$ cat src/rtl/mem_access_unit.sv
// Data-memory initiator: turns byte/half/word load/store requests into
// MemRead/MemWrite cycles, with sub-word stores done by read-modify-write.
module mem_access_unit #(
  parameter int WIDTH  = 32,
  parameter int DEPTHI = 16
) (
  input  logic             clk,
  input  logic             rst,
  input  logic             req_valid,
  output logic             req_ready,
  input  logic             req_write,
  input  logic [1:0]       req_size,
  input  logic             req_signed,
  input  logic [WIDTH-1:0] req_addr,
  input  logic [WIDTH-1:0] req_wdata,
  output logic             resp_valid,
  output logic [WIDTH-1:0] resp_rdata,
  output logic             resp_err,
  output logic             MemRead,
  output logic             MemWrite,
  output logic [WIDTH-1:0] Address,
  output logic [WIDTH-1:0] WD,
  input  logic [WIDTH-1:0] RD
);

  typedef enum logic [2:0] {IDLE, ISSUE, CAPTURE, WRITE, DONE} state_t;

  localparam logic [1:0] SZ_BYTE = 2'b00;
  localparam logic [1:0] SZ_HALF = 2'b01;
  localparam logic [1:0] SZ_WORD = 2'b10;

  state_t      state;
  logic        isWrite;
  logic [1:0]  sizeReg;
  logic        signedReg;
  logic [1:0]  offReg;
  logic [15:0] subData;

  logic             reqErr;
  logic [WIDTH-1:0] reqWordAddr;
  logic [7:0]       ldByte;
  logic [15:0]      ldHalf;
  logic [WIDTH-1:0] loadData;
  logic [WIDTH-1:0] laneMask;
  logic [WIDTH-1:0] laneData;
  logic [WIDTH-1:0] merged;

  assign req_ready = (state == IDLE);

  assign reqErr = (req_size == 2'b11)
                | ((req_size == SZ_HALF) && req_addr[0])
                | ((req_size == SZ_WORD) && (req_addr[1:0] != 2'b00))
                | (|req_addr[WIDTH-1:DEPTHI+2]);

  assign reqWordAddr = WIDTH'(req_addr[DEPTHI+1:2]);

  // Load lane extraction from the word returned by memory
  assign ldByte = RD[{offReg, 3'b000} +: 8];
  assign ldHalf = RD[{offReg[1], 4'b0000} +: 16];

  always_comb begin
    loadData = RD;
    case (sizeReg)
      SZ_BYTE: loadData = {{(WIDTH-8){signedReg & ldByte[7]}}, ldByte};
      SZ_HALF: loadData = {{(WIDTH-16){signedReg & ldHalf[15]}}, ldHalf};
      default: loadData = RD;
    endcase
  end

  // Sub-word store: replicate the new value across lanes, then mask it in
  assign laneMask = (sizeReg == SZ_BYTE) ? (WIDTH'(8'hFF)    << {offReg, 3'b000})
                                         : (WIDTH'(16'hFFFF) << {offReg[1], 4'b0000});
  assign laneData = (sizeReg == SZ_BYTE) ? {(WIDTH/8){subData[7:0]}} : {(WIDTH/16){subData}};
  assign merged   = (RD & ~laneMask) | (laneData & laneMask);

  always_ff @(posedge clk or posedge rst) begin
    if (rst) begin
      state      <= IDLE;
      isWrite    <= 1'b0;
      sizeReg    <= 2'b00;
      signedReg  <= 1'b0;
      offReg     <= 2'b00;
      subData    <= '0;
      resp_valid <= 1'b0;
      resp_rdata <= '0;
      resp_err   <= 1'b0;
      MemRead    <= 1'b0;
      MemWrite   <= 1'b0;
      Address    <= '0;
      WD         <= '0;
    end else begin
      case (state)
        IDLE: begin
          if (req_valid) begin
            isWrite   <= req_write;
            sizeReg   <= req_size;
            signedReg <= req_signed;
            offReg    <= req_addr[1:0];
            subData   <= req_wdata[15:0];
            if (reqErr) begin
              state      <= DONE;
              resp_valid <= 1'b1;
              resp_err   <= 1'b1;
            end else begin
              state   <= ISSUE;
              Address <= reqWordAddr;
              if (req_write && (req_size == SZ_WORD)) begin
                MemWrite <= 1'b1;
                WD       <= req_wdata;
              end else begin
                MemRead <= 1'b1;
              end
            end
          end
        end
        ISSUE: begin
          MemRead  <= 1'b0;
          MemWrite <= 1'b0;
          if (isWrite && (sizeReg == SZ_WORD)) begin
            state      <= DONE;
            resp_valid <= 1'b1;
            Address    <= '0;
            WD         <= '0;
          end else begin
            state <= CAPTURE;
          end
        end
        CAPTURE: begin
          if (isWrite) begin
            state    <= WRITE;
            MemWrite <= 1'b1;
            WD       <= merged;
          end else begin
            state      <= DONE;
            resp_valid <= 1'b1;
            resp_rdata <= loadData;
            Address    <= '0;
          end
        end
        WRITE: begin
          state      <= DONE;
          MemWrite   <= 1'b0;
          WD         <= '0;
          Address    <= '0;
          resp_valid <= 1'b1;
        end
        DONE: begin
          state      <= IDLE;
          resp_valid <= 1'b0;
          resp_err   <= 1'b0;
          resp_rdata <= '0;
        end
        default: state <= IDLE;
      endcase
    end
  end

endmodule

$ cat config.mk
export PLATFORM = sky130hd
export DESIGN_NAME = mem_access_unit
export DESIGN_NICKNAME = d
export VERILOG_FILES = /design/src/rtl/mem_access_unit.sv
export SDC_FILE = /design/constraint.sdc
export NUM_CORES = 1
export LEC_CHECK = 0
export ABC_AREA = 1
export CAP_MARGIN = 10
export CORE_MARGIN = 3
export CORE_UTILIZATION = 46
export DETAILED_ROUTE_END_ITERATION = 16
export GPL_ROUTABILITY_DRIVEN = 0
export PLACE_DENSITY = 0.77
export SLEW_MARGIN = 20
export SYNTH_ARGS = -nofsm -noshare
export SYNTH_HDL_FRONTEND = slang
export SYNTH_SLANG_ARGS = --single-unit
$ cat constraint.sdc
create_clock -name clk -period 4.4 [get_ports clk]
set_input_delay 0.88 -clock clk [delete_from_list [all_inputs] [get_ports clk]]
set_output_delay 0.88 -clock clk [all_outputs]
set_load 0.02 [all_outputs]
# Yosys cells after proc, flatten, opt, wreduce, memory -nomap -nowiden
# Cells that the tools add are included.
# totals
wordCells	101
out_inout_bits	101
in_bits	103
register_bits	125
# classes
shifts	4
n_eq_ne	17
n_mux	35
n_bitwise	9
reduce_logical	23
# op_table
operator	count
$mux 32	11
$pmux 32 s4	2
$pmux 32 s2	2
$and 32x32->32	2
$not 32->32	1
$or 32x32->32	1
$shiftx 32x6->16	1
$shiftx 32x6->8	1
$shl 16x5->32 const A	1
$shl 8x5->32 const A	1
$reduce_and 5->1	3
$reduce_or 14->1	1
$mux 3	4
$ne 2x2->1 const B	6
$pmux 3 s4	1
$mux 1	11
$reduce_bool 2->1	4
$eq 2x2->1 const B	3
$eq 3x2->1 const B	2
$reduce_and 6->1	1
$pmux 1 s5	1
$reduce_bool 5->1	1
$eq 2x1->1 const B	2
$logic_and 1x1->1	4
other kinds (15)	21

# Depth between registers and ports, before layout
# Gate-level depths: netlist of run 1.
# depth
word_depth	8
ltp_mapped	11
mapped_depth_nobuf	9

# Least setup slack after synthesis of run 1
# No wires, ideal clock.
# synth_timing
path_type	input to register
from	input port req_addr[19]
to	register WD[0]
n_path_buf	1
setup_time_ns	0.118
t_arrival_ns	1.870
path_slack_ns	2.412
t_required_ns	4.282
stages	8
cell_sequence	or2_0 nor2_1 nand3_1 nand2_2 nand3_4 buf_2 nand2_1 nand2_1
# synth_between
elab_chain_cells	4
# synth_rtl
element	line	text
from (decl)	14	input logic [WIDTH-1:0] req_addr,
$reduce_or 14->1	53	| (|req_addr[WIDTH-1:DEPTHI+2]);
$or 1x1->1	53	
$ne 2x2->1 (no source line)	--	
$reduce_and 6->1 (no source line)	--	
to (signal assigned)	109	WD <= req_wdata;
to (signal assigned)	132	WD <= merged;
to (decl)	22	output logic [WIDTH-1:0] WD,
# Every way passes these cells.
# A chain may end at the register's enable or synchronous reset.

# Worst setup path in the final report of run 1
# layout_timing
from	register state[1]
to	output port req_ready
# layout_between
elab_chain_cells	1
# layout_rtl
element	line	text
from (decl)	32	state_t state;
from (signal assigned)	78	state <= IDLE;
from (signal assigned)	101	state <= DONE;
from (signal assigned)	105	state <= ISSUE;
$logic_not 3->1	48	assign req_ready = (state == IDLE);
to (decl)	10	output logic req_ready,
# Every way passes these cells.

==> flow_metrics.py, run 1 <==
metrics = {
    "setup_path": {
        "max_stage_delay_ns": 0.65,
        "rr_worst_depth": 9,
        "crit_fanout": 7,
        "cp_cell_sequence": "inv_2, nand2_2, nor2_4, clkdlybuf4s50_1",
        "path_class": "flip-flop to primary output",
        "cp-start-kind": "flip-flop",
        "path_depth": 4,
        "path_buf_inv": 2,
        "path_delay_family": "buffers and inverters",
        "critPathRequiredTime_ns": 3.52,
        "crit_path_end_kind": "primary output",
        "cpMaxStageDelayCell": "clkdlybuf4s50_1",
        "arrival_ns": 1.83,
    },
    "detailed_routing": {
        "dr.pass1.iters": 6,
        "wl_um": 18280,
        "highest_layer": "met4",
        "wl_met2_um": 8425,
        "wl_per_cell_um": 15.48,
        "drc": 0,
        "met1Wirelength_um": 7771,
        "dr_wl_met3_um": 1796,
        "vias": 6039,
        "vias_per_cell": 5.113,
        "ant_nets": 0,
        "drt_iter0_drc": 668,
    },
    "timing": {
        "setup_slack_ns": 1.692,
        "slew_headroom_pct": 39.84,
        "period_share_pct": 61.54,
        "rsz0062_at_grt": "no",
        "finalClockSkew_ns": 0.006676,
        "tightest_slew_ns": 0.9024,
        "fmax_ghz": 0.3693,
        "setup_viol": 0,
        "fin_crit_ns": 2.708,
        "hold_viol": 0,
        "tns_ns": 0,
        "maxSlewViolCount": 0,
    },
    "die": {
        "die_area_um2": 14640,
        "coreArea_um2": 12770,
        "fp-row-count": 41,
        "initial_core_util_pct": 47.61,
        "ioPinCount": 204,
        "die_w_um": 121.0,
        "die_y_um": 121.0,
    },
    "yosys": {
        "ys_ff_latch": 109,
        "yosysWarnings": 0,
        "synth_top_area_share_pct": 44.86,
        "synth.distinct_cells": 29,
        "synthAdderAreaFrac_pct": 0,
        "yosys-top-cells-area": "dfrtp_1 (45%), nand2_1 (22%), nand3_1 (7.4%), a21oi_1 (3.7%), inv_1 (3.4%)",
        "synth_area_um2": 6081,
        "synth_simple_gate_area_share_pct": 34.24,
        "synth_xor_area_share_pct": 0,
        "syn_area_per_cell_um2": 7.188,
        "synth.area.mux_share_pct": 1.667,
        "yosysTopAreaCell": "dfrtp_1",
        "seq_area_frac_synth_pct": 44.86,
        "synth-compound-area-share_pct": 9.342,
        "synth_top_family_by_area": "simple AND/OR/NAND/NOR gates",
        "syn_inst": 846,
    },
    "cells_and_area": {
        "final_net_count": 1107,
        "final_util_pct": 64.17,
        "n_antenna_cell": 0,
        "areaGrowthSynthToFinish_pct": 34.79,
        "final_layout_size_suffix_gt1_share_pct": 5.847,
        "final_cells": 1181,
        "final_cell_area_um2": 8197,
    },
    "global_routing": {
        "grt_pass1_vias": 5617,
        "grt_overflow": 0,
        "grt_max_degree": 75,
        "antenna_found_initial": 0,
        "grt_use_total_pct": 25.09,
        "grt_pass1_wl_um": 28900,
    },
    "run": {
        "cap_violations": 0,
    },
    "placement": {
        "hpwl_um": 13640,
        "place_area_um2": 7914,
        "post-place-ws_ns": 1.515,
        "placedCellCount": 1165,
        "portBuffers": 187,
    },
    "pwr": {
        "p_leak_uw": 0.004163,
        "vdd_drop_max_v": 0.0002759,
        "power_density_nw_per_um2": 557.5,
    },
    "clock_tree": {
        "ctsHoldBuffers": 0,
        "clock_path_buffers": 2,
        "cts-resized-gates": 0,
        "cts_tree": "yes",
        "post_cts_buffers": 0,
        "htreeDepth": 3,
        "cts.sinks": 109,
        "clkLatencyLatePin_ns": 0.36,
        "clk_pin_slew_worst_paths_ns": 0.08,
        "clock-root-buffer": "clkbuf_16",
        "cts_made_buffers": 9,
    },
    "status": {
        "status": "completed",
    },
    "min_path": {
        "worstHoldPathType": "flip-flop to flip-flop",
        "holdPathStages": 2,
    },
}
[kinds of logic after synthesis]
| kind of cell | after synthesis |
|---|---|
| compound gates | 105 |
| buf+inv | 126 |
| flops | 109 |
| mux | 9 |
| other cells | 1 |
| simple gates | 496 |
[path summary, 6_finish.rpt]
check | startpoint | slack (ns) | end
max in group asynchronous | rst | 2.52 | Address[7]
max reg2reg | sizeReg[1] | 1.92 | WD[20]
min reg2reg | WD[16] | 0.48 | WD[16]
max | state[1] | 1.69 | req_ready
min | WD[16] | 0.48 | WD[16]
min in group asynchronous | rst | 1.07 | WD[2]
[metrics by stage]
step / total power (µW) / hold WS, ns
after CTS: 4570 / 0.4856
after global placement: 3740 / 0.4627
after global routing: 4886 / 0.5106
after floorplan: 2998 / 0.4588
final: 4570 / 0.4804
after detailed placement: 3776 / 0.4660
[Yosys cell counts, drive strengths merged]
master and n:
buf 41, nor2 26, inv 66, o221ai 6, nand4 3, a21oi 46
o21ai 51, nor3 1, nand3 95, clkbuf 19, nand2 370, mux2 9
conb 1, dfrtp 109, o211ai 2, or2 1
[power breakdown]
group	leakage [µW]	internal (µW)	total, µW	switching [µW]
logic	0.00264	864	2240	1380
clock network	0.000139	393	792	399
registers	0.00139	1330	1530	209
[registers in the layout, summed over array words and instances (netlist names)]
| signal | count |
|---|---|
| Address | 16 |
| MemRead | 1 |
| MemWrite | 1 |
| WD | 32 |
| isWrite | 1 |
| offReg | 2 |
| resp_err | 1 |
| resp_rdata | 32 |
| resp_valid | 1 |
| signedReg | 1 |
| sizeReg | 2 |
| state | 3 |
| subData | 16 |
[cell type report]
| cell class | instances | area (µm²) |
|---|---|---|
| fill | 1168 | 4577 |
| multi-input combinational | 626 | 2814 |
| sequential | 109 | 2728 |
| timing repair buffer | 192 | 1909 |
| inverter | 66 | 250.2 |
| clock buffer | 9 | 225.2 |
| tap | 172 | 215.2 |
| clock inverter | 7 | 55.05 |
[cells in the final DEF, fill, tap and decap left out]
| master | count |
|---|---|
| nand2_1 | 359 |
| clkdlybuf4s50_1 | 187 |
| dfrtp_1 | 109 |
| nand3_1 | 90 |
| inv_1 | 54 |
| a21oi_1 | 45 |
| o21ai_0 | 31 |
| nor2_1 | 24 |
| o21ai_1 | 19 |
| conb_1 | 16 |
| inv_2 | 11 |
| nand2_2 | 10 |
| clkbuf_16 | 9 |
| o221ai_1 | 6 |
| mux2_2 | 5 |
| buf_4 | 5 |
| mux2_1 | 4 |
| nand3_2 | 3 |
| nand4_1 | 3 |
| inv_6 | 3 |
| nor2_4 | 2 |
| nand3_4 | 2 |
| o211ai_1 | 2 |
| clkinv_2 | 2 |
| o21ai_2 | 1 |
| nand2_4 | 1 |
| nor3_2 | 1 |
| or2_0 | 1 |
| a21oi_4 | 1 |
| inv_4 | 1 |
| clkinvlp_4 | 1 |
| inv_8 | 1 |
[layer usage]
layer	GRT usage (%)	vias up
li1	-	2969
met1	35.74	2772
met2	38.42	272
met3	6.014	26
met4	6.870	0
met5	0	-
[worst reg2reg max path: stages (launching register included)]
cell and delay (ns):
dfrtp_1 0.53, buf_4 0.31, inv_2 0.15, nand3_2 0.45, nand2_1 0.43, nand2_1 0.12
nand3_1 0.16, nand2_1 0.07, nand3_1 0.08, nand2_1 0.06
No activity file was read; power rests on OpenSTA's default activity.
==> run 2, diff against run 1 <==
- CORE_UTILIZATION: 46 -> 42
- PLACE_DENSITY: 0.77 -> 0.73
- clock period: 4.4 -> 2.4 ns (I/O delays scaled with it)
==> flow_metrics.py, run 2 (same netlist as run 1, synthesis figures left out) <==
metrics = {
    "status": {
        "status": "completed",
    },
    "global_routing": {
        "grt_pass1_wl_um": 29920,
        "grt_overflow": 0,
        "grt_pass1_vias": 5693,
        "grt_use_total_pct": 23.51,
        "antenna_found_initial": 0,
        "grt_max_degree": 49,
    },
    "setup_path": {
        "rr_worst_depth": 8,
        "path_buf_inv": 2,
        "max_stage_delay_ns": 0.65,
        "cpMaxStageDelayCell": "clkdlybuf4s50_1",
        "crit_path_end_kind": "primary output",
        "path_class": "flip-flop to primary output",
        "cp_cell_sequence": "inv_2, nand2_2, nor2_4, clkdlybuf4s50_1",
        "path_delay_family": "buffers and inverters",
        "arrival_ns": 1.83,
        "crit_fanout": 7,
        "cp-start-kind": "flip-flop",
        "critPathRequiredTime_ns": 1.92,
        "path_depth": 4,
    },
    "clock_tree": {
        "post_cts_buffers": 0,
        "htreeDepth": 3,
        "clock-root-buffer": "clkbuf_16",
        "cts.sinks": 109,
        "cts_tree": "yes",
        "clock_path_buffers": 2,
        "cts_made_buffers": 9,
        "clkLatencyLatePin_ns": 0.36,
        "clk_pin_slew_worst_paths_ns": 0.07,
        "ctsHoldBuffers": 0,
        "cts-resized-gates": 0,
    },
    "cells_and_area": {
        "final_cell_area_um2": 8320,
        "final_layout_size_suffix_gt1_share_pct": 6.490,
        "areaGrowthSynthToFinish_pct": 36.83,
        "final_net_count": 1115,
        "n_antenna_cell": 0,
        "reg_top3": "WD x32, resp_rdata x32",
        "final_common_cell": "nand2_1",
        "layout_common_cells": "nand2_1 (360), clkdlybuf4s50_1 (187), dfrtp_1 (109), nand3_1 (90), inv_1 (54)",
    },
    "timing": {
        "hold_viol": 0,
        "tightest_slew_ns": 0.5682,
        "maxSlewViolCount": 0,
        "tns_ns": 0,
        "fin_crit_ns": 2.308,
        "finalClockSkew_ns": 0.004904,
        "setup_viol": 0,
        "slew_headroom_pct": 62.12,
        "period_share_pct": 96.19,
        "rsz0062_at_grt": "no",
        "fmax_ghz": 0.4332,
    },
    "detailed_routing": {
        "wl_um": 18650,
        "drc": 0,
        "drt_iter0_drc": 608,
        "dr.pass1.iters": 6,
        "vias_per_cell": 4.993,
        "wl_per_cell_um": 15.58,
        "ant_nets": 0,
        "vias": 5977,
    },
    "placement": {
        "portBuffers": 187,
        "place_area_um2": 8023,
        "hpwl_um": 14020,
    },
    "pwr": {
        "p_seq_share_pct": 33.7,
        "p_int_uw": 4843,
        "p_leak_uw": 0.004206,
        "switching_share_pct": 42.69,
        "vdd_drop_max_v": 0.0004177,
        "power_switching_uw": 3608,
        "clkPwrFrac_pct": 17.5,
        "power_density_nw_per_um2": 1016,
        "p_comb_share_pct": 48.8,
    },
    "die": {
        "die_w_um": 126.3,
        "ioPinCount": 204,
        "coreArea_um2": 14040,
        "die_area_um2": 15960,
        "die_y_um": 126.3,
        "fp-row-count": 43,
        "initial_core_util_pct": 43.30,
    },
    "min_path": {
        "worstHoldPathType": "input pin to async pin",
    },
    "run": {
        "cap_violations": 0,
    },
}
## run 2: changes by cell type in the layout (fill, tap and decap cells not counted)
cell        delta
buf_12         +3
buf_4          +5
clkbuf_8       +3
clkinv_2       -2
clkinv_4       +1
clkinvlp_4     +3
inv_4          -1
inv_6          -3
inv_8          -1
nand2_1        +1
nand2_2        -1
## run 2: worst paths after layout
kind,start,to,slack (ns)
worst max-delay path,state[0],req_ready,0.09
worst min-delay path,rst,WD[17],0.47
worst max register to register,sizeReg[0],WD[20],0.45
worst min register to register,WD[6],WD[6],0.48
max in group asynchronous,rst,resp_rdata[22],1.34
min in group clk,WD[6],WD[6],0.48
## run 2: per-layer routing
| metal | global-route usage (%) | share of wire [%] |
|---|---|---|
| met5 | 0 | 0 |
| met4 | 5.489 | 1.2 |
| met3 | 6.989 | 7.4 |
| met2 | 36.81 | 47 |
| met1 | 32.42 | 44 |
## run 2: area by class of cell
type                            count  area [µm²]
Multi-Input combinational cell    626        2811
Tap cell                          180       225.2
Clock buffer                       12       266.5
Inverter                           66       251.5
Sequential cell                   109        2728
Clock inverter                      4       31.28
Fill cell                        1307        5722
Timing Repair Buffer              200        2007
## run 2: stage by stage
step	utilization [%]	std cells	total power (µW)	hold WS, ns	setup slack [ns]
finish	59.25	1197	8451	0.4737	0.09152
global route	59.25	1197	9070	0.4989	0.01766
CTS	59.25	1197	8482	0.4763	0.07729
detailed placement	57.13	1181	6978	0.4651	0.1242
global placement	57.13	1181	6911	0.4635	0.1819
floorplan	-	861	5496	0.4588	0.6045
## run 2: power groups by stage
stage               registers, µW  logic [µW]  clock network (µW)
floorplan                    3240        2250                   0
global placement             2870        4040                   0
detailed placement           2880        4100                   0
CTS                          2850        4130                1510
global route                 2930        4550                1600
finish                       2850        4130                1480
==> run 3, diff against run 2 <==
- SLEW_MARGIN: 20 -> 30
==> results of run 3 <==
Same layout as run 2: the final DEF is identical, and so are final timing and power.
